--- src/rtl/uart_mult_byte_tx.sv ---
// Fixed 14-byte frame transmitter: head, 11 payload bytes, CRC8 of the payload, tail.
// Each byte is sent 8N1, LSB first; consecutive bytes follow with no idle gap.
module uart_mult_byte_tx #(
    parameter int          CLK_FREQ  = 50_000_000,
    parameter int          UART_BPS  = 115200,
    parameter logic [7:0]  HEAD_BYTE = 8'h55,
    parameter logic [7:0]  TAIL_BYTE = 8'hAA
) (
    input  logic        sys_clk,
    input  logic        sys_rst_n,
    input  logic        tx_start,
    input  logic [87:0] tx_payload,
    output logic        uart_txd,
    output logic        tx_busy,
    output logic        tx_done,
    output logic [3:0]  byte_idx,
    output logic [7:0]  crc_out
);

    localparam int BPS_CNT = CLK_FREQ / UART_BPS;
    localparam int CNT_W   = $clog2(BPS_CNT + 1);
    localparam logic [CNT_W-1:0] LAST_CNT = CNT_W'(BPS_CNT - 1);

    typedef enum logic [1:0] {IDLE, START, DATA, STOP} state_t;

    state_t           state, state_next;
    logic [CNT_W-1:0] clk_cnt, clk_cnt_next;
    logic [3:0]       bit_cnt, bit_cnt_next;
    logic [3:0]       byte_idx_next;
    logic             txd_next, busy_next, done_next;
    logic             accept, crc_step, bit_end;
    logic [7:0]       pay_buf [0:10];
    logic [7:0]       crc_acc, crc_new, cur_byte;

    function automatic logic [7:0] crc8_byte(input logic [7:0] crc, input logic [7:0] data);
        logic [7:0] c;
        c = crc ^ data;
        for (int i = 0; i < 8; i++)
            c = c[7] ? ((c << 1) ^ 8'h07) : (c << 1);
        return c;
    endfunction

    assign bit_end = (clk_cnt == LAST_CNT);
    assign crc_new = crc8_byte(crc_acc, cur_byte);

    always_comb begin
        cur_byte = TAIL_BYTE;
        if (byte_idx == 4'd0)
            cur_byte = HEAD_BYTE;
        else if (byte_idx <= 4'd11)
            cur_byte = pay_buf[byte_idx - 4'd1];
        else if (byte_idx == 4'd12)
            cur_byte = crc_out;
    end

    always_ff @(posedge sys_clk) begin
        if (sys_rst_n) begin
            state    <= IDLE;
            clk_cnt  <= '0;
            bit_cnt  <= '0;
            byte_idx <= '0;
            uart_txd <= 1'b1;
            tx_busy  <= 1'b0;
            tx_done  <= 1'b0;
        end else begin
            state    <= state_next;
            clk_cnt  <= clk_cnt_next;
            bit_cnt  <= bit_cnt_next;
            byte_idx <= byte_idx_next;
            uart_txd <= txd_next;
            tx_busy  <= busy_next;
            tx_done  <= done_next;
        end
    end

    // bit_cnt: 0 = start bit, 1..8 = data bits 0..7, 9 = stop bit
    always_comb begin
        state_next    = state;
        clk_cnt_next  = clk_cnt;
        bit_cnt_next  = bit_cnt;
        byte_idx_next = byte_idx;
        txd_next      = uart_txd;
        busy_next     = tx_busy;
        done_next     = 1'b0;
        accept        = 1'b0;
        crc_step      = 1'b0;
        case (state)
            IDLE: begin
                byte_idx_next = 4'd0;
                clk_cnt_next  = '0;
                txd_next      = 1'b1;
                if (tx_start) begin
                    accept       = 1'b1;
                    state_next   = START;
                    bit_cnt_next = 4'd0;
                    txd_next     = 1'b0;
                    busy_next    = 1'b1;
                end
            end
            START: begin
                clk_cnt_next = bit_end ? '0 : clk_cnt + CNT_W'(1);
                if (bit_end) begin
                    state_next   = DATA;
                    bit_cnt_next = 4'd1;
                    txd_next     = cur_byte[0];
                end
            end
            DATA: begin
                clk_cnt_next = bit_end ? '0 : clk_cnt + CNT_W'(1);
                if (bit_end) begin
                    if (bit_cnt == 4'd8) begin
                        state_next   = STOP;
                        bit_cnt_next = 4'd9;
                        txd_next     = 1'b1;
                    end else begin
                        bit_cnt_next = bit_cnt + 4'd1;
                        txd_next     = cur_byte[bit_cnt[2:0]];
                    end
                end
            end
            STOP: begin
                clk_cnt_next = bit_end ? '0 : clk_cnt + CNT_W'(1);
                if (bit_end) begin
                    crc_step     = (byte_idx >= 4'd1) && (byte_idx <= 4'd11);
                    bit_cnt_next = 4'd0;
                    if (byte_idx == 4'd13) begin
                        state_next    = IDLE;
                        byte_idx_next = 4'd0;
                        txd_next      = 1'b1;
                        busy_next     = 1'b0;
                        done_next     = 1'b1;
                    end else begin
                        state_next    = START;
                        byte_idx_next = byte_idx + 4'd1;
                        txd_next      = 1'b0;
                    end
                end
            end
            default: state_next = IDLE;
        endcase
    end

    // CRC folds in each payload byte as its stop bit ends, so it is final as byte 12 starts
    always_ff @(posedge sys_clk) begin
        if (sys_rst_n) begin
            crc_acc <= 8'h00;
            crc_out <= 8'h00;
        end else if (accept) begin
            crc_acc <= 8'h00;
            for (int k = 0; k < 11; k++)
                pay_buf[k] <= tx_payload[8*k +: 8];
        end else if (crc_step) begin
            crc_acc <= crc_new;
            if (byte_idx == 4'd11)
                crc_out <= crc_new;
        end
    end

endmodule

--- config.mk ---
export PLATFORM = sky130hd
export DESIGN_NAME = uart_mult_byte_tx
export DESIGN_NICKNAME = d
export VERILOG_FILES = /design/src/rtl/uart_mult_byte_tx.sv
export SDC_FILE = /design/constraint.sdc
export NUM_CORES = 1
export LEC_CHECK = 0
export CAP_MARGIN = 40
export CORE_ASPECT_RATIO = 0.75
export CORE_MARGIN = 3
export CORE_UTILIZATION = 53
export DETAILED_ROUTE_END_ITERATION = 6
export PLACE_DENSITY = 0.89
export SLEW_MARGIN = 40
export SYNTH_ARGS = -nofsm -noshare
export SYNTH_HDL_FRONTEND = slang
export SYNTH_SLANG_ARGS = --single-unit
--- constraint.sdc ---
create_clock -name sys_clk -period 8.1 [get_ports sys_clk]
set_input_delay 1.62 -clock sys_clk [delete_from_list [all_inputs] [get_ports sys_clk]]
set_output_delay 1.62 -clock sys_clk [all_outputs]
set_load 0.05 [all_outputs]
== Yosys cells after proc, flatten, opt, wreduce, memory -nomap -nowiden ==
Memory sizes are Yosys's and may differ from the RTL's.
Cells that the tools add are included.
Cells by class
  equal/unequal tests: 14
  $add $sub $neg: 4
  mux-type cells: 49
  $lt $le $gt $ge: 3
  reductions and logical operators: 13
  bitwise logic cells: 12
Operators by type and width (count)
  $mux 4: 7
  $mux 3: 8
  $mux 8: 3
  $not 3->3: 8
  $mux 1: 18
  $pmux 9 s2: 1
  $eq 4x4->1 const B: 4
  $pmux 4 s4: 1
  $ne 2x2->1 const B: 6
  $mux 2: 5
  $add 9x1->9 const B: 1
  $eq 9x9->1 const B: 1
  $mux 9: 1
  $add 4x1->4 const B: 2
  $pmux 2 s4: 1
  $pmux 4 s2: 1
  $reduce_and 4->1: 2
  $xor 8x8->8: 1
  $reduce_and 3->1: 2
  $reduce_or 3->1: 2
  $reduce_and 5->1: 1
  $eq 2x2->1 const B: 2
  $ge 4x1->1 const B: 1
  $le 4x4->1 const B: 1
  13 further kinds: 15
Word-level totals
  input port bits: 91
  output and inout port bits: 15
  bits in writable memories: 88
  logic and storage cells: 105
  memories: 1
  register bits: 38
Memory list
  pay_buf: depth 11, bits a word 8, read ports 1, clocked after Yosys merged registers in 0, wr ports 11, line 32  | logic [7:0] pay_buf [0:10];

== Longest topological paths before layout ==
Gate-level depths: netlist (run 1).
  depth in word-level cells: 21
  gate-level depth with buffers: 15
  depth with buffers taken out: 11

== Least setup slack after synthesis (run 1) ==
Ideal clock, no wire load.
  path kind: input to register
  start: input sys_rst_n
  end: memory pay_buf[0][0], enable pin
  library setup time: 0.535 ns
  data required time: 7.565 ns
  path buffers: 2
  arrival: 5.716 ns
  stages on the path: 3
  setup slack: 1.849 ns
  cells stage by stage: clkbuf_1 clkbuf_1 nor2_1
RTL lines
  start: declaration: line 10  | input logic sys_rst_n,
  end: declaration: line 32

== Final worst setup path (run 1) ==
  start: register byte_idx[0]
  end: register crc_acc[5]
On the way
  word-level cells in the longest chain between the ends: 10
  elaborated cells between the ends (all ways): 18
  those cells by class: 1 x add/sub; 2 x order compare; 1 x eq/ne; 8 x mux; 3 x bitwise; 2 x reduce/logical; 1 x memory
Ends and longest elaborated chain
  start: declaration: line 16  | output logic [3:0] byte_idx,
  start signal: assignment: line 69  | byte_idx <= byte_idx_next;
  $sub 4x1->4 / $eq 4x4->1 (equally long branches): line 51, 52
  $mem_v2 11x8 / $mux 8 (equally long branches)
  $mux 8: line 50  | else if (byte_idx <= 4'd11)
  $mux 8: line 48  | if (byte_idx == 4'd0)
  $xor 8x8->8: line 37  | c = crc ^ data;
  $mux 3: line 39  | c = c[7] ? ((c << 1) ^ 8'h07) : (c << 1);
  $not 3->3 (no line)
  $mux 3: line 39
  $not 3->3 (no line)
  $mux 3: line 39
  end signal: assignment: line 153  | crc_acc <= crc_new;
  end: declaration: line 33  | logic [7:0] crc_acc, crc_new, cur_byte;
Several ways; a longest one is shown, not always the timed one.
A chain may end at the register's enable or synchronous reset.

==> results of run 1 <==
-- final cells by class --
type	count	area [um2]
Clock buffer	18	429.2
Inverter	13	48.80
Clock inverter	13	148.9
Fill cell	669	2927
Tap cell	136	170.2
Sequential cell	126	3403
Timing Repair Buffer	109	1080
Multi-Input combinational cell	316	2444
-- how the worst min path moves through the flow --
stage | endpoint | depth (start not counted) | from
2_1_floorplan | clk_cnt[0]$_SDFF_PP0_ | 1 | clk_cnt[0]$_SDFF_PP0_
3_3_place_gp | clk_cnt[0]$_SDFF_PP0_ | 1 | clk_cnt[0]$_SDFF_PP0_
3_5_place_dp | crc_acc[3]$_SDFFE_PP0P_ | 2 | crc_acc[3]$_SDFFE_PP0P_
4_1_cts | clk_cnt[0]$_SDFF_PP0_ | 1 | clk_cnt[0]$_SDFF_PP0_
5_1_grt | crc_acc[3]$_SDFFE_PP0P_ | 2 | crc_acc[3]$_SDFFE_PP0P_
6_report | clk_cnt[0]$_SDFF_PP0_ | 1 | clk_cnt[0]$_SDFF_PP0_
-- power groups by stage --
| stage | clock network, mW | logic, mW | registers (mW) |
|---|---|---|---|
| 2_1_floorplan | 0 | 0.780 | 0.846 |
| 3_5_place_dp | 0 | 1.03 | 0.828 |
| 6_report | 0.749 | 1.07 | 0.817 |
| 3_3_place_gp | 0 | 0.990 | 0.825 |
| 5_1_grt | 0.784 | 1.15 | 0.823 |
| 4_1_cts | 0.754 | 1.05 | 0.816 |
-- critical path: cells and delay by family, from the launching register on --
| kind | cells | cell delay [ps] |
|---|---|---|
| compound gates | 2 | 270 |
| xor+xnor | 3 | 750 |
| flops | 1 | 310 |
| mux | 2 | 620 |
| fa+ha+maj | 1 | 710 |
| buf+inv | 3 | 1050 |
| simple gates | 2 | 790 |
-- cell usage after synthesis, types with 14 or more instances --
cell type   n
mux2_2     16
a21oi_1    23
dfxtp_1    38
xnor2_1    15
edfxtp_1   88
mux2i_1    18
nand2_1    23
o21ai_0    18
nor2_1     52
xor2_1     14
-- flip-flops by register name, indices dropped and copies added (netlist names) --
signal and cells:
crc_acc 8, pay_buf 88, byte_idx 4, tx_busy 1, uart_txd 1, bit_cnt 4, clk_cnt 9, state 2
crc_out 8, tx_done 1
-- stage by stage --
step                      instances  setup WS [ps]  instance area, um2  utilization (%)  power, mW
after CTS                       731           3559                7729            72.57      2.625
after floorplan                 475           1849                5982                -      1.626
after global routing            731           3201                7724            72.52      2.758
final                           731           3501                7724            72.52      2.638
after global placement          700           3844                7138            67.02      1.815
after detailed placement        700           3611                7151            67.14      1.858
-- per-layer routing --
metal	up-vias	wire, um	share of wire, %
met5	-	0	0
met4	0	330	2.3
met3	38	1441	9.9
met2	259	6885	47
met1	2138	5875	40
li1	2010	-	-
-- logic make-up (layout without fill, tap and decap cells) --
group,after synthesis,in the layout
AND/OR/NAND/NOR,136,136
flip-flops,126,126
AO/OA/AOI/OAI,86,86
multiplexers,49,49
buffers and inverters,33,153
XOR/XNOR,32,32
adder cells (fa/ha/maj),13,13
==> impl_metrics.yaml, run 1 <==
floorplanning:
  die-height_um: 98.01
  die_x_um: 128.7
  ioPinCount: 106
  start_util_pct: 56.17
  core_area_um2: 10650
  rows: 32
  die-area_um2: 12610
placement:
  io_buffer_count: 105
  dp_hpwl_um: 10200
  gp_congestion: 0.8861
logic_synthesis:
  yosysTopAreaCellShare_pct: 44.17
  synth_xor_area_share_pct: 5.271
  synth_area_leader_cell: "edfxtp_1"
  synthArstFlopShare_pct: 0
  synth-compound-area-share_pct: 9.747
  synth_nets: 579
  syn_inst: 475
  synth_seq_cells: 126
  synth_warnings: 0
  avgSynthCellArea_um2: 12.59
  synth-simple-area-share_pct: 11.55
  synth_top_family_by_area: "simple AND/OR/NAND/NOR gates"
  synth.area.mux_share_pct: 11.29
  synthFlopType: "edfxtp_1"
  yosys-top-cells-area: "edfxtp_1, dfxtp_1, mux4_2, nor2_1, mux2i_1"
  yosys.area_share.adder_pct: 2.719
  synth_edf_count: 88
  seq_area_frac_synth_pct: 56.89
  ys_types: 65
  syn_area_um2: 5982
job:
  drv_cap: 0
routing:
  first_pass_iters: 5
  vias: 4445
  drc: 0
  wl_um: 14530
  viasPerCell: 6.081
  drtAntennaViolNets: 0
  drt-wirelength-per-cell_um: 19.88
  dr.first_iter.drc_count: 622
worst_setup_path:
  worstSetupEndpointType: "register"
  crit_arrival_ps: 4940
  worstPathMaxFanout: 31
  crit_chain: "buf_4 -> inv_1 -> ha_1 -> buf_4 -> mux4_2 -> mux2i_1 -> a221oi_1 -> nor3_1 -> xnor2_1 -> xnor2_1 -> xor2_1 -> or3_1 -> a21oi_1"
  max_stage_delay_ps: 710
  reg2reg_from: "byte_idx[0]$_SDFFE_PP0P_"
  reg2reg_depth: 13
  crit_slowest_cell: "ha_1"
  required_ps: 8440
  critPathKind: "register to register"
  r2r_end: "crc_acc[5]$_SDFFE_PP0P_"
  critPathCapture: "crc_acc[5]$_SDFFE_PP0P_"
  cp-start-kind: "register"
  startpoint: "byte_idx[0]$_SDFFE_PP0P_"
  r2r_slack_ps: 3500
global_route:
  met1_usage_pct: 31.78
  grt_pass1_vias: 4441
  track_usage_pct: 23.80
  grt_pass1_wl_um: 23370
  antenna_found_initial: 0
  top_usage_layer: "met2"
  globalRouteMet2Util_pct: 37.22
  grt_max_degree: 89
  grt_overflow: 0
  grt_util_met3_pct: 6.944
clock_tree:
  ctsHoldBuffers: 0
  cts.clk_slew.worst_paths_ps: 50
  cts_tree: "yes"
  insertion_delay_ps: 410
  cts_root_buffer: "clkbuf_16"
  cts_sinks: 126
  htreeDepth: 4
  numCtsBuffers: 17
  clk_path_buf_depth: 2
  postCtsSetupBuffers: 0
  cts.repair.resized: 0
sta:
  setup_tns_ps: 0
  slew_headroom_pct: 43.24
  fmax_mhz: 217.4
  hold_slack_ps: 481.2
  worstMarginPinSlew_ps: 850.3
  fin_crit_ps: 4599
  final.setup_skew_ps: 3.626
  slew_violations: 0
  period_share_pct: 56.78
  rsz0062_at_grt: "false"
  setup_viol: 0
  finalHoldViolations: 0
power_and_ir_drop:
  combinationalPowerShare_pct: 40.6
  pwr-share-seq_pct: 31.0
  p_per_area_nw_per_um2: 341.5
  p_leak_nw: 2.631
  clkPwrFrac_pct: 28.4
  p_sw_mw: 0.9371
  swShare_pct: 35.53
  ir_drop_mv: 0.2046
  p_int_mw: 1.701
layout:
  fin_nets: 687
  final_cell_mix: "clkdlybuf4s50_1, edfxtp_1, nor2_1"
  antenna_cells: 0
  syn_to_final_growth_pct: 29.12
  final_common_cell: "clkdlybuf4s50_1"
  drive_gt1_share_pct: 12.27
hold_path:
  hp-class: "register to register"
status:
  status: "finished clean"
Power figures use the tool's default switching activity.
==> run 2, diff against run 1 <==
--- a/config.mk
+++ b/config.mk
@@ -8,9 +8,9 @@
 export CAP_MARGIN = 40
 export CORE_ASPECT_RATIO = 0.75
 export CORE_MARGIN = 3
-export CORE_UTILIZATION = 53
+export CORE_UTILIZATION = 48
 export DETAILED_ROUTE_END_ITERATION = 6
-export PLACE_DENSITY = 0.89
+export PLACE_DENSITY = 0.86
 export SLEW_MARGIN = 40
 export SYNTH_ARGS = -nofsm -noshare
 export SYNTH_HDL_FRONTEND = slang
==> constraint.sdc (replaced) <==
create_clock -name sys_clk -period 3.75 [get_ports sys_clk]
set_input_delay 0.75 -clock sys_clk [delete_from_list [all_inputs] [get_ports sys_clk]]
set_output_delay 0.75 -clock sys_clk [all_outputs]
set_load 0.05 [all_outputs]
==> impl_metrics.yaml, run 2 (same netlist as run 1, synthesis figures left out) <==
global_route:
  grt_pass1_wl_um: 23420
  grt_pass1_vias: 4462
  track_usage_pct: 22.21
  grt_max_degree: 48
  grt_overflow: 0
  antenna_found_initial: 0
clock_tree:
  ctsHoldBuffers: 0
  postCtsSetupBuffers: 0
  numCtsBuffers: 17
  htreeDepth: 4
  cts_sinks: 126
  cts_tree: "yes"
  cts_root_buffer: "clkbuf_16"
  cts.repair.resized: 0
  clk_path_buf_depth: 2
  insertion_delay_ps: 420
  cts.clk_slew.worst_paths_ps: 60
worst_setup_path:
  critPathKind: "register to register"
  cp-start-kind: "register"
  crit_arrival_ps: 3870
  required_ps: 4050
  worstSetupEndpointType: "register"
  r2r_slack_ps: 190
  r2r_end: "crc_acc[2]$_SDFFE_PP0P_"
  reg2reg_from: "byte_idx[1]$_SDFFE_PP0P_"
  worstPathMaxFanout: 14
  reg2reg_depth: 12
floorplanning:
  die-height_um: 102.7
  die-area_um2: 13850
  ioPinCount: 106
  rows: 34
  start_util_pct: 50.40
  core_area_um2: 11870
  die_x_um: 134.9
power_and_ir_drop:
  p_per_area_nw_per_um2: 726.1
  ir_drop_mv: 0.4243
  p_leak_nw: 2.726
sta:
  worstMarginPinSlew_ps: 654.6
  slew_violations: 0
  setup_tns_ps: 0
  fin_crit_ps: 3564
  rsz0062_at_grt: "false"
  finalHoldViolations: 0
  setup_viol: 0
  slew_headroom_pct: 56.02
  final.setup_skew_ps: 6.718
  fmax_mhz: 280.6
  hold_slack_ps: 468.6
  period_share_pct: 95.04
routing:
  dr_wl_met2_um: 6720
  wl_um: 14490
  top_layer_used: "met4"
  first_pass_iters: 5
  drt-wirelength-per-cell_um: 18.67
  drc: 0
  drtAntennaViolNets: 0
  wl_met1_um: 6369
  vias: 4377
  viasPerCell: 5.640
  dr.first_iter.drc_count: 397
  route.met3.wl_um: 1168
hold_path:
  hp-start: "crc_acc[3]$_SDFFE_PP0P_"
  worstHoldEndpoint: "crc_acc[3]$_SDFFE_PP0P_"
  hp-class: "register to register"
  whs_path_depth: 2
layout:
  largest_reg_flops: 88
  final_cell_mix: "clkdlybuf4s50_1, edfxtp_1, nor2_1"
  antenna_cells: 0
  fin_nets: 705
  final_cells: 776
  fin_util_pct: 66.51
  final_common_cell: "clkdlybuf4s50_1"
  drive_gt1_share_pct: 15.15
  reg_top3: "pay_buf: 88 flops, clk_cnt: 9 flops"
  syn_to_final_growth_pct: 31.96
  top_register: "pay_buf"
placement:
  io_buffer_count: 105
  gp_congestion: 0.8982
  placed_cells: 744
  dp_hpwl_um: 10650
status:
  status: "finished clean"
job:
  drv_cap: 0
run 2: changes by cell type in the layout (fill, tap and decap cells not counted), sizes merged:
| cell | before | now |
|---|---|---|
| buf | 5 | 22 |
| bufinv | 3 | 1 |
| clkbuf | 18 | 19 |
| clkdlybuf4s50 | 104 | 105 |
| clkinv | 8 | 2 |
| inv | 13 | 21 |
run 2: cell type report:
| cell class | instances | area (um2) |
|---|---|---|
| clock buffer | 19 | 432.9 |
| clock inverter | 13 | 127.6 |
| fill | 838 | 3975 |
| inverter | 13 | 48.80 |
| multi-input combinational | 316 | 2442 |
| sequential | 126 | 3411 |
| tap | 162 | 202.7 |
| timing repair buffer | 127 | 1229 |
run 2: stage by stage:
stage	cell area, um2	power (mW)	setup slack, ps
after global placement	7333	4.094	372.4
after floorplan	6006	3.514	38.78
final	7894	5.732	186.2
after detailed placement	7333	4.142	268.9
after CTS	7894	5.733	212.3
after global routing	7894	6.039	21.76
run 2: worst max path at each step:
| stage | start | end | slack (ps) | cells past startpoint |
|---|---|---|---|---|
| 4_1_cts | byte_idx[0]$_SDFFE_PP0P_ | crc_acc[2]$_SDFFE_PP0P_ | 210 | 13 |
| 3_3_place_gp | byte_idx[1]$_SDFFE_PP0P_ | crc_acc[2]$_SDFFE_PP0P_ | 370 | 12 |
| 5_1_grt | byte_idx[1]$_SDFFE_PP0P_ | crc_acc[2]$_SDFFE_PP0P_ | 20 | 12 |
| 3_5_place_dp | byte_idx[0]$_SDFFE_PP0P_ | crc_acc[2]$_SDFFE_PP0P_ | 270 | 13 |
| 2_1_floorplan | byte_idx[0]$_SDFFE_PP0P_ | crc_acc[2]$_SDFFE_PP0P_ | 40 | 13 |
| 6_report | byte_idx[1]$_SDFFE_PP0P_ | crc_acc[2]$_SDFFE_PP0P_ | 190 | 12 |
run 2: worst max-delay path, stage by stage, from the launching register on:
cell and delay, ps:
dfxtp_4 340, inv_1 70, ha_1 410, buf_4 290
mux2_2 390, mux4_2 490, nand4b_1 210, nand4_1 170
xor2_2 200, xnor3_1 350, xor2_1 240, a21oi_1 100
a31o_1 190
run 2: power by group:
part	internal, mW	switching [mW]
registers	1.68	0.0651
clock network	0.926	0.651
logic	1.04	1.36
total	3.65	2.08
run 2: metal layers:
layer  vias to the layer above  GRT usage (%)
met1                      2100          29.91
li1                       2056              -
met4                         0          7.825
met3                        20          6.439
met5                         -              0
met2                       201          34.92
